## src/rtl/uart_pkg.sv

```systemverilog
// Shared types and constants for the memory-mapped UART transmitter.
package uart_pkg;

  typedef enum logic [1:0] {
    IDLE  = 2'd0,
    START = 2'd1,
    DATA  = 2'd2,
    STOP  = 2'd3
  } uart_state_t;

  localparam logic [1:0] REG_DATA    = 2'd0;
  localparam logic [1:0] REG_STATUS  = 2'd1;
  localparam logic [1:0] REG_DIVISOR = 2'd2;

  localparam int unsigned STAT_BUSY      = 0;
  localparam int unsigned STAT_FULL      = 1;
  localparam int unsigned STAT_EMPTY     = 2;
  localparam int unsigned STAT_OVF       = 3;
  localparam int unsigned STAT_COUNT_LSB = 4;

  localparam logic [15:0] MIN_DIVISOR = 16'd2;

  function automatic logic [15:0] clamp_divisor(input logic [15:0] d);
    return (d < MIN_DIVISOR) ? MIN_DIVISOR : d;
  endfunction

endpackage

```

## src/rtl/mmio_uart_tx_fifo.sv

```systemverilog
// Synchronous FIFO with combinational head read; a push into a full FIFO succeeds only alongside a pop.
module sync_fifo #(
  parameter int unsigned WIDTH = 8,
  parameter int unsigned DEPTH = 8
) (
  input  logic                     clk,
  input  logic                     reset,
  input  logic                     push,
  input  logic                     pop,
  input  logic [WIDTH-1:0]         wdata,
  output logic [WIDTH-1:0]         rdata,
  output logic                     full,
  output logic                     empty,
  output logic [$clog2(DEPTH):0]   count
);
  localparam int unsigned AW = $clog2(DEPTH);
  localparam logic [AW:0] FULL_COUNT = (AW+1)'(DEPTH);

  logic [WIDTH-1:0] r_mem [DEPTH];
  logic [AW-1:0]    r_wr_ptr;
  logic [AW-1:0]    r_rd_ptr;
  logic [AW:0]      r_count;
  logic             w_do_push;
  logic             w_do_pop;

  assign w_do_pop  = pop && (r_count != '0);
  assign w_do_push = push && ((r_count != FULL_COUNT) || w_do_pop);

  always_ff @(posedge clk) begin
    if (w_do_push) r_mem[r_wr_ptr] <= wdata;
  end

  always_ff @(posedge clk or negedge reset) begin
    if (!reset) begin
      r_wr_ptr <= '0;
      r_rd_ptr <= '0;
      r_count  <= '0;
    end else begin
      if (w_do_push) r_wr_ptr <= r_wr_ptr + AW'(1);
      if (w_do_pop)  r_rd_ptr <= r_rd_ptr + AW'(1);
      if (w_do_push && !w_do_pop)      r_count <= r_count + (AW+1)'(1);
      else if (w_do_pop && !w_do_push) r_count <= r_count - (AW+1)'(1);
    end
  end

  assign rdata = r_mem[r_rd_ptr];
  assign full  = (r_count == FULL_COUNT);
  assign empty = (r_count == '0);
  assign count = r_count;

endmodule

```

## src/rtl/mmio_uart_tx.sv

```systemverilog
// UART 8N1 transmitter decoding a 16-byte MMIO window on the CPU bus; BRAM-style registered reads.
module mmio_uart_tx
  import uart_pkg::*;
#(
  parameter logic [31:0] BASE_ADDRESS    = 32'h0000_0200,
  parameter int unsigned FIFO_DEPTH      = 8,
  parameter logic [15:0] DEFAULT_DIVISOR = 16'd868
) (
  input  logic        clk,
  input  logic        reset,
  input  logic [31:0] memAddress,
  input  logic [31:0] memWriteData,
  input  logic        memWrite,
  input  logic [3:0]  byteMask,
  output logic [31:0] memReadData,
  output logic        tx
);
  localparam int unsigned CW = $clog2(FIFO_DEPTH) + 1;

  logic          w_hit, w_wr, w_push_req, w_pop, w_bit_end;
  logic [1:0]    w_offset;
  logic [7:0]    w_fifo_rdata, w_status;
  logic          w_full, w_empty;
  logic [CW-1:0] w_count;
  logic [31:0]   w_count_wide;
  logic [3:0]    w_count_sat;
  logic [15:0]   w_div_merged;
  logic          w_unused_bits;

  uart_state_t   r_state;
  logic          r_tx, r_overflow;
  logic [15:0]   r_divisor, r_frame_div, r_bit_cnt;
  logic [2:0]    r_bit_idx;
  logic [7:0]    r_shift;
  logic [31:0]   r_rdata;

  assign w_hit      = (memAddress[31:4] == BASE_ADDRESS[31:4]);
  assign w_offset   = memAddress[3:2];
  assign w_wr       = w_hit && memWrite;
  assign w_push_req = w_wr && (w_offset == REG_DATA) && byteMask[0];
  assign w_bit_end  = (r_bit_cnt == r_frame_div - 16'd1);
  // Pop either from idle or on the last stop-bit cycle so frames chain with no gap.
  assign w_pop      = !w_empty && ((r_state == IDLE) || ((r_state == STOP) && w_bit_end));
  assign w_unused_bits = ^{memWriteData[31:16], memAddress[1:0], byteMask[3:2]};

  sync_fifo #(.WIDTH(8), .DEPTH(FIFO_DEPTH)) u_fifo (
    .clk   (clk),
    .reset (reset),
    .push  (w_push_req),
    .pop   (w_pop),
    .wdata (memWriteData[7:0]),
    .rdata (w_fifo_rdata),
    .full  (w_full),
    .empty (w_empty),
    .count (w_count)
  );

  assign w_count_wide = 32'(w_count);
  assign w_count_sat  = (w_count_wide > 32'd15) ? 4'hF : w_count_wide[3:0];

  always_comb begin
    w_status = '0;
    w_status[STAT_BUSY]  = (r_state != IDLE);
    w_status[STAT_FULL]  = w_full;
    w_status[STAT_EMPTY] = w_empty;
    w_status[STAT_OVF]   = r_overflow;
    w_status[STAT_COUNT_LSB +: 4] = w_count_sat;
  end

  assign w_div_merged = {byteMask[1] ? memWriteData[15:8] : r_divisor[15:8],
                         byteMask[0] ? memWriteData[7:0]  : r_divisor[7:0]};

  always_ff @(posedge clk or negedge reset) begin
    if (!reset) begin
      r_overflow <= 1'b0;
      r_divisor  <= clamp_divisor(DEFAULT_DIVISOR);
      r_rdata    <= '0;
    end else begin
      if (w_push_req && w_full && !w_pop) r_overflow <= 1'b1;
      else if (w_wr && (w_offset == REG_STATUS) && byteMask[0] && memWriteData[STAT_OVF])
        r_overflow <= 1'b0;
      if (w_wr && (w_offset == REG_DIVISOR) && (byteMask[1:0] != 2'b00))
        r_divisor <= clamp_divisor(w_div_merged);
      r_rdata <= '0;
      if (w_hit) begin
        case (w_offset)
          REG_STATUS:  r_rdata <= {24'b0, w_status};
          REG_DIVISOR: r_rdata <= {16'b0, r_divisor};
          default:     r_rdata <= '0;
        endcase
      end
    end
  end

  always_ff @(posedge clk or negedge reset) begin
    if (!reset) begin
      r_state     <= IDLE;
      r_tx        <= 1'b1;
      r_bit_cnt   <= '0;
      r_bit_idx   <= '0;
      r_shift     <= '0;
      r_frame_div <= clamp_divisor(DEFAULT_DIVISOR);
    end else begin
      case (r_state)
        IDLE: begin
          if (w_pop) begin
            r_shift     <= w_fifo_rdata;
            r_frame_div <= r_divisor;
            r_bit_cnt   <= '0;
            r_tx        <= 1'b0;
            r_state     <= START;
          end
        end
        START: begin
          if (w_bit_end) begin
            r_bit_cnt <= '0;
            r_bit_idx <= '0;
            r_tx      <= r_shift[0];
            r_state   <= DATA;
          end else r_bit_cnt <= r_bit_cnt + 16'd1;
        end
        DATA: begin
          if (w_bit_end) begin
            r_bit_cnt <= '0;
            if (r_bit_idx == 3'd7) begin
              r_tx    <= 1'b1;
              r_state <= STOP;
            end else begin
              r_bit_idx <= r_bit_idx + 3'd1;
              r_shift   <= {1'b0, r_shift[7:1]};
              r_tx      <= r_shift[1];
            end
          end else r_bit_cnt <= r_bit_cnt + 16'd1;
        end
        STOP: begin
          if (w_bit_end) begin
            r_bit_cnt <= '0;
            if (w_pop) begin
              r_shift     <= w_fifo_rdata;
              r_frame_div <= r_divisor;
              r_tx        <= 1'b0;
              r_state     <= START;
            end else r_state <= IDLE;
          end else r_bit_cnt <= r_bit_cnt + 16'd1;
        end
        default: r_state <= IDLE;
      endcase
    end
  end

  assign tx          = r_tx;
  assign memReadData = r_rdata;

endmodule

```

## config.mk

```make
export PLATFORM = sky130hd
export DESIGN_NAME = mmio_uart_tx
export DESIGN_NICKNAME = d
export VERILOG_FILES = /design/src/rtl/uart_pkg.sv /design/src/rtl/mmio_uart_tx_fifo.sv /design/src/rtl/mmio_uart_tx.sv
export SDC_FILE = /design/constraint.sdc
export NUM_CORES = 1
export LEC_CHECK = 0
export ABC_AREA = 1
export ABC_CLOCK_PERIOD_IN_PS = 3700
export BUFFER_PORTS_ARGS = -buffer_cell sky130_fd_sc_hd__buf_4
export CORE_UTILIZATION = 58
export CTS_CLUSTER_DIAMETER = 150
export CTS_CLUSTER_SIZE = 30
export DETAILED_ROUTE_END_ITERATION = 16
export PLACE_DENSITY = 0.89
export RECOVER_POWER = 25
export SKIP_CTS_REPAIR_TIMING = 1
export SLEW_MARGIN = 20
export SYNTH_ARGS = -nofsm -noshare
export SYNTH_HDL_FRONTEND = slang
export SYNTH_SLANG_ARGS = --single-unit
```

## constraint.sdc

```tcl
create_clock -name clk -period 3.7 [get_ports clk]
set_input_delay 0.37 -clock clk [delete_from_list [all_inputs] [get_ports clk]]
set_output_delay 0.37 -clock clk [all_outputs]
set_load 0.02 [all_outputs]
```

Word-level counts from Yosys, hierarchy flattened
Memories as Yosys holds them, arrays and structs flattened.
Index checks and enable logic that the tools add are counted.

cells by class
  $add $sub $neg = 7
  magnitude comparators = 2
  eq/ne operators = 16
  muxes and demuxes = 40
  reductions and logical operators = 39

operators with widths
  kind                                                                     number
  16-bit two-way mux                                                       6
  16-bit one-hot mux with 2 select lines                                   3
  8-bit two-way mux                                                        6
  28-bit by 6-bit equality test with 1-bit output (second input constant)  1
  8-bit one-hot mux with 3 select lines                                    1
  16-bit by 1-bit adder with 16-bit output (second input constant)         1
  16-bit equality test                                                     1
  1-bit logical AND                                                        16
  16-bit by 2-bit < comparator with 1-bit output (second input constant)   1
  16-bit by 1-bit subtractor with 16-bit output (second input constant)    1
  4-bit two-way mux                                                        3
  2-bit nonzero test                                                       6
  1-bit two-way mux                                                        10
  2-bit two-way mux                                                        5
  2-bit inequality test (second input constant)                            5
  3-bit by 1-bit adder with 3-bit output (second input constant)           3
  3-bit two-way mux                                                        3
  2-bit one-hot mux with 4 select lines                                    1
  4-bit AND reduction                                                      2
  2-bit equality test (second input constant)                              3
  3-bit one-hot mux with 2 select lines                                    1
  5-bit AND reduction                                                      1
  4-bit by 1-bit adder with 4-bit output (second input constant)           1
  2-bit by 1-bit equality test with 1-bit output (second input constant)   2
  other kinds (16)                                                         21

word-level totals
  flip-flop bits (word level) = 105
  memory bits (writable) = 64
  bits of input ports = 71
  output and inout port bits = 33
  word-level logic and storage cells = 117
  memories kept = 1

memory list
  name          depth  bits a word  rd ports  clocked after memory_dff  wr ports  RTL line                 source
  u_fifo.r_mem  8      8            1         0                         1         mmio_uart_tx_fifo.sv:19  logic [WIDTH-1:0] r_mem [DEPTH];

Logic depth before layout (Yosys ltp)
  depth after elaboration = 12
  mapped depth = 25
  depth with buffers taken out = 25

By module
A second synthesis with hierarchy kept.

unflattened totals
  cell total of the unflattened synthesis = 956
  area, all modules = 8,089.0 um2

by module, submodules not included
  module        times used  cells each  area an instance (um2)  sequential area each (um2)
  mmio_uart_tx  1           656         4,868.4                 1,990.7
  sync_fifo     1           300         3,220.6                 2,172.1

Least setup slack after synthesis
Ideal clock, no wire load.

  kind = flip-flop to flip-flop
  start point = register r_frame_div[0]
  end point = register u_fifo.r_count[3], in the netlist u_fifo.count[3]
  library setup time = 0.125 ns
  arrival time = 2.965 ns
  slack = 0.610 ns
  stages on the path, launching flop included = 24
  path buffers = 0
  cells stage by stage = dfrtp_1 inv_2 ha_1 nand3_4 nor2_4 nand2_1 nand2_1 nand2_1 nor2_2 nand3_2 o21bai_4 nand2_4 nand2_4 nand2_1 inv_1 ha_1 inv_1 ha_1 a21o_1 a21oi_1 nand2_1 nand2_1 nor2_1 xor2_1

on the way
  cells in the longest elaborated chain, start to end = 11

RTL lines
  item                                             RTL line                 source
  start: declaration                               mmio_uart_tx.sv:32       logic [15:0] r_divisor, r_frame_div, r_bit_cnt;
  start signal: assignment                         mmio_uart_tx.sv:102      r_frame_div <= clamp_divisor(DEFAULT_DIVISOR);
  start signal: assignment                         mmio_uart_tx.sv:108      r_frame_div <= r_divisor;
  start signal: assignment                         mmio_uart_tx.sv:140      r_frame_div <= r_divisor;
  16-bit by 1-bit subtractor with 16-bit output *  mmio_uart_tx.sv:41       assign w_bit_end = (r_bit_cnt == r_frame_div - 16'd1);
  16-bit equality test *                           mmio_uart_tx.sv:41
  1-bit logical AND *                              mmio_uart_tx.sv:43       assign w_pop = !w_empty && ((r_state == IDLE) || ((r_state == STOP) && w_bit_end));
  1-bit logical OR *                               mmio_uart_tx.sv:43
  1-bit logical AND *                              mmio_uart_tx.sv:43
  1-bit logical AND *                              mmio_uart_tx_fifo.sv:26  assign w_do_pop = pop && (r_count != '0);
  1-bit logical OR *                               mmio_uart_tx_fifo.sv:27  assign w_do_push = push && ((r_count != FULL_COUNT) || w_do_pop);
  1-bit logical AND *                              mmio_uart_tx_fifo.sv:27
  net u_fifo.w_do_push                             mmio_uart_tx_fifo.sv:23  logic w_do_push;
  1-bit logical NOT                                mmio_uart_tx_fifo.sv:42  else if (w_do_pop && !w_do_push) r_count <= r_count - (AW+1)'(1);
  1-bit logical AND                                mmio_uart_tx_fifo.sv:42
  2-bit nonzero test (no source line)              --
  end signal: assignment                           mmio_uart_tx_fifo.sv:41  if (w_do_push && !w_do_pop) r_count <= r_count + (AW+1)'(1);
  end signal: assignment                           mmio_uart_tx_fifo.sv:42
  end: declaration                                 mmio_uart_tx_fifo.sv:22  logic [AW:0] r_count;

Mark *: on every way through the listed nets, which the timed path passes. The rest lies on a longest branch.
A chain may end at the register's enable or synchronous reset.

Worst setup path after layout
Same ends and word-level chain as after synthesis.

==> flow_metrics.py <==
metrics = {
    "status": {
        "outcome": "complete, but fails checks",
        "violations": "max-capacitance violations, max-slew violations",
    },
    "clock_network": {
        "numCtsBuffers": 17,
        "cts_num_sinks": 153,
        "cts_buffer_depth": 2,
        "clk_pin_slew_worst_paths_ns": 0.07,
        "clk_latency_ns": 0.43,
        "clock-root-buffer": "clkbuf_16",
        "htree_num_levels": 4,
        "cts_tree": "built",
    },
    "grt": {
        "antenna_found_initial": 0,
        "grt_pass1_wl_um": 27900,
        "grt_max_degree": 70,
        "grt_usage_pct": 27.3,
        "grt_pass1_vias": 5733,
        "gr-total-overflow": 0,
    },
    "synthesis": {
        "syn_inst": 838,
        "synth_top_area_cell": "dfrtp_1",
        "yosys_register_bits": 153,
        "seq_area_frac_synth_pct": 54.5,
        "syn_avg_cell_area_um2": 9.12,
        "synth_fa_ha_area_share_pct": 3.21,
        "synth_top_area_share_pct": 25.5,
        "syn_area_um2": 7640,
        "synth-simple-area-share_pct": 21.5,
        "synth_warnings": 0,
        "ys_types": 45,
        "synth_top_family_by_area": "simple AND/OR/NAND/NOR gates",
        "synth.area.mux_share_pct": 0.147,
        "synth.area.top_cells": "dfrtp_1, edfxtp_1, nand2_1, nor2_1, o21ai_0",
        "synth-compound-area-share_pct": 10.7,
        "synth_xor_area_share_pct": 3.55,
    },
    "timing": {
        "max_slew_margin_pct": -16.3,
        "worstMarginPinSlew_ns": 1.74,
        "drv_slew": 70,
        "timing.final.crit_share_pct": 92.6,
        "fmax_mhz": 292,
        "min_period_ns": 3.42,
        "setup_viol": 0,
        "finClkSkew_ns": 0.0125,
        "hold_viol": 0,
    },
    "placed_design": {
        "dp_cells": 1064,
        "io_buffer_count": 67,
        "gp_congestion": 0.853,
        "dp_hpwl_um": 11600,
    },
    "setup_path": {
        "cp-start-kind": "flop",
        "r2r-start": "r_frame_div[0]",
        "reg2reg_to": "u_fifo.count[3]",
        "crit_type": "flop to flop",
        "worstPathRequired_ns": 4.01,
        "reg2reg_setup_slack_ns": 0.28,
        "crit_fanout": 6,
        "ff2ff_path_depth": 23,
        "crit_arrival_ns": 3.73,
        "crit_path_end_kind": "flop",
    },
    "floorplan": {
        "ios": 104,
        "initial_core_util_pct": 60.1,
        "dieHeight_um": 117,
        "coreArea_um2": 12700,
        "die_w_um": 117,
        "rows": 41,
        "dieArea_um2": 13600,
    },
    "cells_and_area": {
        "fin_util_pct": 70.6,
        "syn2layout_area_growth_pct": 17.5,
        "nets": 1012,
        "antenna_cells": 0,
        "layoutNonFillerInstCount": 1107,
        "drive_gt1_share_pct": 17.2,
    },
    "min_path": {
        "min_path_cells": 1,
        "hp-class": "input pin to flop",
        "hold_start": "memWriteData[1]",
        "hold_path_end": "u_fifo.r_mem[5][1]",
    },
    "drt": {
        "drc": 0,
        "drt_iter0_drc": 661,
        "vias": 6212,
        "drt_first_pass_iters": 7,
        "final_antenna_net_count": 0,
        "finalWirelength_um": 17900,
        "post_drt_wl_per_cell_um": 16.2,
        "via_per_inst": 5.61,
    },
    "pwr": {
        "ir_drop_mv": 0.466,
        "p_per_area_nw_per_um2": 415,
        "power.leakage_nw": 4.00,
    },
    "flow_run": {
        "drv_cap": 1,
    },
}
-- layout by cell type (no fill, tap or decap), types with 19 or more instances in the layout --
master | Yosys | layout
nor2_1 | 130 | 129
o21ai_0 | 62 | 62
dfrtp_1 | 78 | 77
o22ai_1 | 19 | 19
buf_4 | 16 | 79
edfxtp_1 | 64 | 64
nand2_1 | 173 | 173
nand3_1 | 30 | 30
xor2_1 | 19 | 19
inv_1 | 66 | 66
-- cell usage after synthesis, drive strengths merged --
cell type	n
a21o	1
a21oi	17
a22o	10
a22oi	2
a31oi	7
buf	21
clkbuf	17
clkinv	2
conb	1
dfrtp	78
dfstp	11
edfxtp	64
fa	1
ha	18
inv	71
mux2	1
nand2	180
nand3	35
nand3b	5
nand4	6
nor2	141
nor3	5
nor3b	1
nor4	4
o211ai	1
o21ai	80
o21bai	2
o221ai	2
o22ai	19
o31ai	1
or2	3
xnor2	12
xor2	19
-- layer usage --
metal | GRT usage [%] | up-vias | part of all wire, % | wire [um]
met5 | 0 | - | 0 | 0
met4 | 11.7 | 0 | 2.5 | 439
met3 | 6.28 | 41 | 7.1 | 1270
met2 | 43.4 | 298 | 50 | 8880
met1 | 36.2 | 2964 | 41 | 7330
li1 | - | 2909 | - | -
-- per-stage QoR --
stage	TNS (ns)	total power, mW	hold WS (ns)	cell area, um2	setup slack, ns
2_1_floorplan	0	1.86	0.0744	7700	0.610
3_3_place_gp	0	1.92	0.455	8280	0.328
3_5_place_dp	0	1.92	0.458	8280	0.235
4_1_cts	0	3.74	0.0916	8910	0.191
5_1_grt	-0.0139	3.82	0.350	8980	-0.0139
6_report	0	3.72	0.344	8980	0.275
-- critical path, stage by stage (launching register included) --
cell and delay [ns]:
dfrtp_2 0.44, inv_2 0.09, ha_2 0.21, nand3_4 0.11, nor2_4 0.15, nand3_1 0.10, nand2_1 0.07, nand2_1 0.05
nor2_1 0.11, nand3_2 0.17, o21bai_4 0.22, nand2_4 0.12, nand2_4 0.11, nand2_1 0.10, inv_1 0.11, ha_4 0.15
inv_1 0.08, ha_1 0.28, a21o_1 0.19, a21oi_2 0.14, nand2_1 0.07, nand2_1 0.06, nor2_1 0.04, xor2_1 0.13
-- cells by family (layout without fill, tap and decap cells) --
logic type | after synthesis | count (layout)
compound gates | 142 | 142
xor+xnor | 31 | 31
fa+ha+maj | 19 | 19
buf+inv | 111 | 193
flops | 153 | 153
mux | 1 | 1
other cells | 1 | 16
simple gates | 380 | 380
-- power breakdown --
part	total [mW]	internal, mW	leakage, nW	switching [mW]
Sequential	1.77	1.77	1.68	0.00000000462
Combinational	0.114	0.0397	2.01	0.0746
Clock	1.84	1.09	0.304	0.747
Total	3.72	2.90	4.00	0.822
-- how the worst max path moves through the flow --
stage	slack, ns	start	endpoint	depth (start not counted)
after floorplan	0.61	r_frame_div[0]	u_fifo.count[3]	23
after global placement	0.33	r_frame_div[0]	u_fifo.count[3]	23
after detailed placement	0.24	r_frame_div[0]	u_fifo.count[3]	23
after CTS	0.19	r_frame_div[0]	u_fifo.count[3]	23
after global routing	-0.01	r_frame_div[1]	u_fifo.count[3]	25
final	0.28	r_frame_div[0]	u_fifo.count[3]	23
-- registers in the layout, summed over array words and instances (netlist names) --
name             count
memReadData         16
r_bit_cnt           16
r_bit_idx            3
r_divisor           16
r_frame_div         16
r_overflow           1
r_shift              8
r_state              2
tx                   1
u_fifo.count         4
u_fifo.r_mem        64
u_fifo.r_rd_ptr      3
u_fifo.r_wr_ptr      3
-- final cells by class --
class | count | area (um2)
repair buffers | 88 | 628
well taps | 172 | 215
flip-flops and latches | 153 | 4160
multi-input cells | 589 | 3070
clock inverters | 14 | 195
fillers | 900 | 3740
clock buffers | 18 | 429
inverters | 73 | 274
(Power assumes the default switching activity.)
